--- config.mk ---
export PLATFORM = sky130hd
export DESIGN_NAME = uart_rx_frontend_flat
export DESIGN_NICKNAME = d
export VERILOG_FILES = /design/src/rtl/uart_rx_frontend_if.sv /design/src/rtl/uart_rx_frontend.sv /design/src/flat_wrapper.sv
export SDC_FILE = /design/constraint.sdc
export NUM_CORES = 1
export LEC_CHECK = 0
export BUFFER_PORTS_ARGS = -buffer_cell sky130_fd_sc_hd__buf_2
export CORE_MARGIN = 1
export CORE_UTILIZATION = 40
export CTS_CLUSTER_SIZE = 40
export DETAILED_ROUTE_END_ITERATION = 16
export GPL_ROUTABILITY_DRIVEN = 0
export SYNTH_ARGS = -nofsm -noshare
export SYNTH_HDL_FRONTEND = slang
export SYNTH_SLANG_ARGS = --single-unit
--- constraint.sdc ---
create_clock -name clk -period 2.4 [get_ports clk]
set_input_delay 0.12 -clock clk [delete_from_list [all_inputs] [get_ports clk]]
set_output_delay 0.12 -clock clk [all_outputs]
set_load 0.005 [all_outputs]
--- src/rtl/uart_rx_frontend_if.sv ---
// Write port of the downstream 8-bit receive FIFO.
// The master side strobes bytes in and the slave side reports full.
interface uart_rx_frontend_if;
  logic       w_enable;
  logic [7:0] w_data;
  logic       fifo_full;

  modport master (output w_enable, output w_data, input fifo_full);
  modport slave  (input w_enable, input w_data, output fifo_full);
endinterface

--- src/rtl/uart_rx_frontend.sv ---
// 8N1 UART receive front end: it oversamples serial_in, frames characters
// and writes each good byte into the receive FIFO.
module uart_rx_frontend #(
  parameter int unsigned BIT_PERIOD = 10
) (
  input  logic                clk,
  input  logic                rst,
  input  logic                serial_in,
  uart_rx_frontend_if.master  fifo,
  output logic                framing_error,
  output logic                overrun_error,
  output logic                busy
);

  localparam int unsigned Half = BIT_PERIOD / 2;
  localparam int unsigned Cw   = $clog2(BIT_PERIOD);

  localparam logic [Cw-1:0] HalfM1   = Cw'(Half - 1);
  localparam logic [Cw-1:0] BitM1    = Cw'(BIT_PERIOD - 1);
  localparam logic [Cw-1:0] TimerOne = Cw'(1);

  typedef enum logic [2:0] {
    StIdle,
    StStart,
    StData,
    StStop,
    StWrite,
    StWaitHigh
  } state_e;

  state_e        state;
  logic          sync_meta;
  logic          synced;
  logic          delayed;
  logic [Cw-1:0] timer;
  logic [2:0]    bit_cnt;
  logic [7:0]    shift;
  logic [7:0]    data_hold;
  logic          in_write;

  always_ff @(posedge clk) begin
    if (rst) begin
      sync_meta     <= 1'b1;
      synced        <= 1'b1;
      delayed       <= 1'b1;
      state         <= StIdle;
      timer         <= '0;
      bit_cnt       <= '0;
      shift         <= '0;
      data_hold     <= '0;
      framing_error <= 1'b0;
    end else begin
      sync_meta     <= serial_in;
      synced        <= sync_meta;
      delayed       <= synced;
      framing_error <= 1'b0;
      unique case (state)
        StIdle: begin
          if (!synced && delayed) begin
            timer   <= HalfM1;
            bit_cnt <= 3'd7;
            shift   <= '0;
            state   <= StStart;
          end
        end
        StStart: begin
          if (timer != '0) begin
            timer <= timer - TimerOne;
          end else begin
            timer <= BitM1;
            // A line already high again at mid-bit was only a glitch.
            state <= synced ? StIdle : StData;
          end
        end
        StData: begin
          if (timer != '0) begin
            timer <= timer - TimerOne;
          end else begin
            timer <= BitM1;
            shift <= {synced, shift[7:1]};
            if (bit_cnt == 3'd0) begin
              state <= StStop;
            end else begin
              bit_cnt <= bit_cnt - 3'd1;
            end
          end
        end
        StStop: begin
          if (timer != '0) begin
            timer <= timer - TimerOne;
          end else begin
            timer <= '0;
            if (synced) begin
              state <= StWrite;
            end else begin
              framing_error <= 1'b1;
              state         <= StWaitHigh;
            end
          end
        end
        StWrite: begin
          if (!fifo.fifo_full) begin
            data_hold <= shift;
          end
          state <= StIdle;
        end
        StWaitHigh: begin
          // Hold off until the line idles so a stuck-low line cannot retrigger.
          if (synced) begin
            state <= StIdle;
          end
        end
        default: state <= StIdle;
      endcase
    end
  end

  // FIFO full is looked at only in the write cycle, so the strobe is decoded there.
  assign in_write      = (state == StWrite) && !rst;
  assign fifo.w_enable = in_write && !fifo.fifo_full;
  assign overrun_error = in_write && fifo.fifo_full;
  assign fifo.w_data   = fifo.w_enable ? shift : data_hold;
  assign busy          = (state != StIdle);

endmodule
--- src/flat_wrapper.sv ---
// flat-port wrapper written by rule: the top's interface ports become plain ports
module uart_rx_frontend_flat 
#(
  parameter int unsigned BIT_PERIOD = 10
)
  (clk, rst, serial_in, framing_error, overrun_error, busy, fifo_w_enable, fifo_w_data, fifo_fifo_full);
  uart_rx_frontend_if fifo_i ();
  input  logic clk;
  input  logic rst;
  input  logic serial_in;
  output logic framing_error;
  output logic overrun_error;
  output logic busy;
  output wire logic [$bits(fifo_i.w_enable)-1:0] fifo_w_enable;
  output wire logic [$bits(fifo_i.w_data)-1:0] fifo_w_data;
  input wire logic [$bits(fifo_i.fifo_full)-1:0] fifo_fifo_full;
  assign fifo_w_enable = fifo_i.w_enable;
  assign fifo_w_data = fifo_i.w_data;
  assign fifo_i.fifo_full = fifo_fifo_full;
  uart_rx_frontend #(.BIT_PERIOD(BIT_PERIOD)) u_core (.clk(clk), .rst(rst), .serial_in(serial_in), .fifo(fifo_i), .framing_error(framing_error), .overrun_error(overrun_error), .busy(busy));
endmodule
# Yosys cells after proc, flatten, opt, wreduce, memory -nomap -nowiden
# Index checks and enable logic that the tools add are counted.
# W data, S select, Z words.
dict set report totals {
  wordCells 67
  inputBits 4
  out_inout_bits 12
  ff_bits 30
}
dict set report op_classes {
  muxes 22
  addsub 2
  reduce_logical 20
  n_eq_ne 12
  n_bitwise 2
}
# operator n
set op_table {}
lappend op_table {{$mux W3} 9}
lappend op_table {{$mux W8} 3}
lappend op_table {{$pmux W8 S2} 1}
lappend op_table {{$pmux W3 S5} 1}
lappend op_table {{$mux W4} 3}
lappend op_table {{$pmux W4 S3} 1}
lappend op_table {{$ne A2 B2 Y1 const B} 4}
lappend op_table {{$eq A3 B2 Y1 const B} 2}
lappend op_table {{$eq A3 B3 Y1 const B} 2}
lappend op_table {{$logic_not A3 Y1} 2}
lappend op_table {{$ne A2 B1 Y1 const B} 3}
lappend op_table {{$pmux W3 S2} 1}
lappend op_table {{$reduce_and A6 Y1} 1}
lappend op_table {{$reduce_bool A3 Y1} 2}
lappend op_table {{$logic_and A1 B1 Y1} 4}
lappend op_table {{$reduce_and A2 Y1} 2}
lappend op_table {{$reduce_and A4 Y1} 1}
lappend op_table {{$reduce_bool A4 Y1} 1}
lappend op_table {{$sub A4 B1 Y4 const B} 1}
lappend op_table {{$eq A3 B1 Y1 const B} 1}
lappend op_table {{$logic_not A1 Y1} 3}
lappend op_table {{$reduce_and A3 Y1} 1}
lappend op_table {{$reduce_or A3 Y1} 1}
lappend op_table {{$sub A3 B1 Y3 const B} 1}
lappend op_table {{5 further kinds} 7}

# Depth between registers and ports, before layout
# Gate-level depths: netlist of the first run.
dict set report logic_depth {
  ltp_word 4
  ltp_mapped 6
  ltp_nobuf 6
}

# Worst setup path before layout of the first run
# No wires, ideal clock.
dict set report synth_path {
  path_kind {register -> output}
  start {register u_core.state[0]}
  end {output port fifo_w_data[5]}
  t_required_ps 2280
  slack_ps 879
  path_stages_with_launch 7
  t_arrival_ps 1401
  path_cell_list {dfxtp_1 buf_6 nor2_4 nand2_4 nor3_4 buf_6 mux2_4}
}
dict set report synth_between {
  elab_chain_len 4
}
# item line_no
set synth_rtl {}
lappend synth_rtl {{start: declaration} uart_rx_frontend.sv:31} ;# state_e state;
lappend synth_rtl {{start signal: assignment} uart_rx_frontend.sv:46} ;# state <= StIdle;
lappend synth_rtl {{start signal: assignment} uart_rx_frontend.sv:63} ;# state <= StStart;
lappend synth_rtl {{start signal: assignment} uart_rx_frontend.sv:72} ;# state <= synced ? StIdle : StData;
lappend synth_rtl {{$eq A3 B3 Y1} uart_rx_frontend.sv:119} ;# assign in_write = (state == StWrite) && !rst;
lappend synth_rtl {{$logic_and A1 B1 Y1} uart_rx_frontend.sv:119}
lappend synth_rtl {{$logic_and A1 B1 Y1} uart_rx_frontend.sv:120} ;# assign fifo.w_enable = in_write && !fifo.fifo_full;
lappend synth_rtl {{net fifo_w_enable} flat_wrapper.sv:14} ;# output wire logic [$bits(fifo_i.w_enable)-1:0] fifo_w_enable;
lappend synth_rtl {{$mux W8} uart_rx_frontend.sv:122} ;# assign fifo.w_data = fifo.w_enable ? shift : data_hold;
lappend synth_rtl {{end: declaration} flat_wrapper.sv:15} ;# output wire logic [$bits(fifo_i.w_data)-1:0] fifo_w_data;
# The timed path passes the listed nets, and every way through them passes these cells.

# Worst setup path after layout of the first run
dict set report layout_path {
  start {register u_core.state[2]}
  end {output port fifo_w_data[6]}
}
dict set report layout_between {
  elab_chain_len 4
}
# item line_no
set layout_rtl {}
lappend layout_rtl {{$eq A3 B3 Y1} uart_rx_frontend.sv:119}
lappend layout_rtl {{$logic_and A1 B1 Y1} uart_rx_frontend.sv:119}
lappend layout_rtl {{$logic_and A1 B1 Y1} uart_rx_frontend.sv:120}
lappend layout_rtl {{$mux W8} uart_rx_frontend.sv:122}
# Every way passes these cells.

==> out/qor.csv, run 1 <==
metric;value;unit
path_cells;nand2_4 -> nor3_4 -> buf_4 -> mux2_2 -> buf_2;
synth_common_cells;dfxtp_1, a22o_1, a21oi_1;
drive_above_1_share;0.279;
wirelength;2.49;mm
fin_crit_sh;0.857;
setup_tns;0;ps
synth_adder_area_share;0.0362;
period_minus_slack;2060;ps
grt_first_pass_wirelength;4.16;mm
cp.arrival;1940;ps
dp_hpwl;1.74;mm
yosysMostFrequentCell;dfxtp_1;
cts_buffer_depth;2;
drv_cap;0;
crit_path_end_kind;output pin;
path_clk_slew;100;ps
synthMuxAreaShare;0.0751;
yosys.area_share.simple;0.213;
die_area;3700;um2
rrSetupSlack;670;ps
slew_headroom;0.651;
start_util;0.438;
dr.pass1.iters;4;
vias;1065;
root_buffer;clkbuf_4;
netlist.area_leader.share;0.434;
yosysSeqAreaShare;0.434;
hold_viol_final;0;
worst_slack;344;ps
grt_start_max_net_pins;19;
p_int;692;uW
cts_made_buffers;5;
n_fill_cell;309;
yosysTopAreaCell;dfxtp_1;
drt_iter0_drc;39;
rows;20;
port_buffers;15;
synth-edff-count;0;
p_per_area;606;nW/um2
vias_per_cell;5.38;
ir_drop;0.000260;V
cp_slowest_cell;dfxtp_1;
fp.coreArea;3150;um2
critPathMaxStageDelay;660;ps
ios;16;
crit_fanout;17;
cp_data_required_time;2280;ps
switching_power;250;uW
routedWlPerCell;12.6;um
antenna_left;0;
syn_inst;135;
clock_power_share;0.342;
synth.distinct_cells;40;
syn_area;1380;um2
worst_pin_slew;522;ps
async_reset_ff_frac;0;
switching_share;0.265;
hold_path.class;primary input to register;
leakage;0.000625;uW
timing.fmax;486;MHz
route.detailed.drc;0;
run_status;finished clean;
die_y;60.8;um
synth_top_family_by_area;simple AND/OR/NAND/NOR gates;
synth_nets;143;
synth-seq-cells;30;
clock_latency;340;ps
power.share.sequential;0.558;
antenna_cells;0;
cp-start-kind;register;
yosys_warnings;0;
synth_compound_area_frac;0.200;
grt_usage;0.160;
syn_to_final_growth;12.5;%
die_w;60.8;um
synth_top_flop_cell;dfxtp_1;
synth.area.top_cells;dfxtp_1, a22o_1, mux2_2;
antenna_found_initial;0;
grt-ovfl-total;0;
nets;161;
finalSetupViolCount;0;
syn_avg_cell_area;10.2;um2
clock-sinks;30;
hold_ws;229;ps
p_comb_frac;0.100;
htree_levels;2;
cts_tree;built;
fin_skew;14.1;ps
rsz0062_at_grt;false;
grt_pass1_vias;918;
synth-xor-area-share;0;
finalMaxSlewViolations;0;
place_ws;701;ps
path_class;register to output pin;
==> cell usage in the layout (no fill, tap or decap), types with 3 or more instances in the layout <==
| cell | instances |
|---|---|
| a21oi_1 | 9 |
| a22o_1 | 17 |
| nand2b_1 | 4 |
| or2_2 | 4 |
| mux2_2 | 7 |
| inv_1 | 5 |
| nand3_1 | 3 |
| nor3_1 | 3 |
| o21ai_0 | 3 |
| nor3b_1 | 3 |
| ha_1 | 4 |
| nor2_1 | 8 |
| buf_2 | 15 |
| clkbuf_4 | 5 |
| dfxtp_1 | 30 |
==> power by group through the flow <==
stage,sequential (uW),clock (uW),combinational [uW]
global route,528,355,107
finish,526,322,93.9
detailed placement,537,0,91.6
CTS,525,335,93.1
global placement,536,0,89.7
floorplan,531,0,78.8
==> worst max-delay path: cells and delay by family (launching register included) <==
kind          cells  cell delay (ps)
buf+inv           2              350
flops             1              660
mux               1              350
simple gates      2              230
==> state kept, by name, summed over array words and instances (netlist names) <==
| register | flops |
|---|---|
| u_core.bit_cnt | 3 |
| u_core.data_hold | 8 |
| u_core.delayed | 1 |
| u_core.framing_error | 1 |
| u_core.shift | 8 |
| u_core.state | 3 |
| u_core.sync_meta | 1 |
| u_core.synced | 1 |
| u_core.timer | 4 |
==> routing by layer <==
layer,track usage,vias to the layer above,part of all wire
li1,-,540,-
met1,0.211,495,0.51
met2,0.223,22,0.42
met3,0.0512,8,0.046
met4,0.107,0,0.028
met5,0,-,0
==> final timing paths <==
kind | startpoint | endpoint | cells after the start
setup reg to reg | u_core.timer[0]$_SDFFE_PP0P_ | u_core.bit_cnt[1]$_SDFFE_PP0P_ | 6
hold / removal | rst | u_core.framing_error$_SDFF_PP0_ | 2
hold reg to reg | u_core.sync_meta$_SDFF_PP1_ | u_core.synced$_SDFF_PP1_ | 1
setup / recovery | u_core.state[2]$_SDFFE_PP0P_ | fifo_w_data[6] | 5
==> layout make-up <==
cell class,count,area (um2),share of cell area
Timing Repair Buffer,17,92.6,0.0595
Clock buffer,6,51.3,0.0330
Multi-Input combinational cell,94,724,0.466
Sequential cell,30,601,0.386
Clock inverter,2,12.5,0.00805
Tap cell,44,55.1,0.0354
Inverter,5,18.8,0.0121
==> per-stage QoR <==
| stage | area (um2) | utilization | power [uW] | instances |
|---|---|---|---|---|
| floorplan | 1380 | - | 609 | 135 |
| global placement | 1480 | 0.470 | 626 | 189 |
| detailed placement | 1480 | 0.470 | 629 | 189 |
| CTS | 1560 | 0.493 | 953 | 198 |
| global route | 1560 | 0.493 | 990 | 198 |
| finish | 1560 | 0.493 | 942 | 198 |
==> kinds of logic after synthesis <==
family	Yosys count
AND/OR/NAND/NOR	44
flip-flops	30
AO/OA/AOI/OAI	37
buffers and inverters	11
multiplexers	9
adder cells (fa/ha/maj)	4
==> repair_timing <==
action / CTS / global route
buffers inserted: 0 / 0
hold buffers: 1 / 0
resized for setup: 0 / 0
endpoints found under the hold margin: 1 / 0
No activity file was read; power rests on OpenSTA's default activity.
==> inputs of run 2 (changes only) <==
--- a/config.mk
+++ b/config.mk
@@ -8,6 +8,7 @@
 export BUFFER_PORTS_ARGS = -buffer_cell sky130_fd_sc_hd__buf_2
 export CORE_MARGIN = 1
 export CORE_UTILIZATION = 40
+export CTS_BUF_LIST = sky130_fd_sc_hd__clkbuf_4
 export CTS_CLUSTER_SIZE = 40
 export DETAILED_ROUTE_END_ITERATION = 16
 export GPL_ROUTABILITY_DRIVEN = 0
==> out/qor.csv, run 2 (same netlist as run 1, synthesis figures left out) <==
metric;value;unit
clock_latency;330;ps
fp.coreArea;3150;um2
setup_tns;0;ps
vias;1064;
hold_path.class;primary input to register;
grt_start_max_net_pins;19;
critPathMaxStageDelay;660;ps
rrSetupSlack;660;ps
final_cell_mix;dfxtp_1, a22o_1, buf_2;
hold_viol_final;0;
leakage;0.000620;uW
holdPathStages;2;
port_buffers;15;
htree_levels;2;
path_clk_slew;90;ps
grt-ovfl-total;0;
crit_path_end_kind;output pin;
route.detailed.drc;0;
final_cells;198;
cp_data_required_time;2280;ps
drt_iter0_drc;38;
path_class;register to output pin;
post_dp_cell_area;1480;um2
finalMaxSlewViolations;0;
cp-start-kind;register;
rr_startpoint;u_core.timer[0]$_SDFFE_PP0P_;
antenna_cells;0;
reg2reg_to;u_core.bit_cnt[1]$_SDFFE_PP0P_;
routedWlPerCell;12.4;um
grtUsageMet1;0.211;
min_from;rst;
stdcell_area;1550;um2
rows;20;
die_y;60.8;um
p_per_area;587;nW/um2
cts_made_buffers;5;
holdPathEnd;u_core.state[1]$_SDFFE_PP0P_;
slew_headroom;0.650;
grt_first_pass_wirelength;4.13;mm
run_status;finished clean;
die_area;3700;um2
layout_commonest_cell;dfxtp_1;
fin_skew;14.1;ps
cts_buffer_depth;2;
dr.pass1.iters;4;
cp.arrival;1940;ps
dp_hpwl;1.74;mm
ios;16;
wirelength;2.46;mm
cts_resized;0;
busiest_layer;met2;
path_cells;nand2_4 -> nor3_4 -> buf_4 -> mux2_2 -> buf_2;
grt_pass1_vias;908;
grt_usage;0.159;
worst_pin_slew;525;ps
use_met2;0.221;
syn_to_final_growth;11.8;%
path_buf_inv;2;
crit_family;flip-flops;
antenna_found_initial;0;
cts_tree;built;
period_minus_slack;2060;ps
start_util;0.438;
rr_worst_depth;6;
crit_fanout;17;
ir_drop;0.000260;V
vias_per_cell;5.37;
fin_crit_sh;0.857;
drv_cap;0;
dp_cells;189;
drive_above_1_share;0.273;
rsz0062_at_grt;false;
largest_registers;u_core.data_hold: 8 flops, u_core.shift: 8 flops, u_core.timer: 4 flops;
cp_slowest_cell;dfxtp_1;
antenna_left;0;
finalSetupViolCount;0;
gr-usage-met3;0.0512;
n_fill_cell;310;
die_w;60.8;um
cts_setup_buffers;0;
timing.fmax;486;MHz
clock-sinks;30;
nets;161;
root_buffer;clkbuf_4;
-- run 2: repair_timing --
item,in CTS,in global routing
endpoints found under the setup margin,0,0
endpoints found under the hold margin,1,0
hold buffers,1,0
-- run 2: worst reg2reg max path: cells and delay by family (launching register included) --
family / cells / cell delay [ps]
AND/OR/NAND/NOR: 2 / 540
buffers and inverters: 1 / 100
AO/OA/AOI/OAI: 2 / 510
adder cells (fa/ha/maj): 1 / 190
flip-flops: 1 / 350
-- run 2: power by group --
part           switching, uW  internal (uW)
sequential              15.9            510
combinational           51.7           41.5
clock                    179            109
-- run 2: worst max-delay path by stage --
stage                                 startpoint             end  slack [ps]  cells after the start
finish              u_core.state[2]$_SDFFE_PP0P_  fifo_w_data[6]         340                      5
global route        u_core.state[1]$_SDFFE_PP0P_  fifo_w_data[6]         210                      6
CTS                 u_core.state[1]$_SDFFE_PP0P_  fifo_w_data[6]         320                      6
detailed placement  u_core.state[1]$_SDFFE_PP0P_  fifo_w_data[6]         700                      6
global placement    u_core.state[1]$_SDFFE_PP0P_  fifo_w_data[6]         730                      6
floorplan           u_core.state[0]$_SDFFE_PP0P_  fifo_w_data[5]         880                      6
-- run 2: layer usage --
metal	part of all wire	vias up
met2	0.42	28
met3	0.055	7
met1	0.50	490
met5	0	-
li1	-	539
met4	0.026	0
-- run 2: layout make-up --
type                       instances  area, um2  area share
multi-input combinational         94        724       0.469
sequential                        30        601       0.389
timing repair buffer              17       92.6      0.0599
clock inverter                     3       16.3      0.0105
tap                               44       55.1      0.0356
clock buffer                       5       37.5      0.0243
inverter                           5       18.8      0.0121
-- run 2: stage by stage --
step                      worst slack [ps]  total power, uW   util  hold WS [ps]
final                                  343              907  0.490           223
after global routing                   209              953  0.490           255
after CTS                              320              917  0.490           226
after detailed placement               701              629  0.470           304
after global placement                 725              626  0.470           303
after floorplan                        879              609      -           224
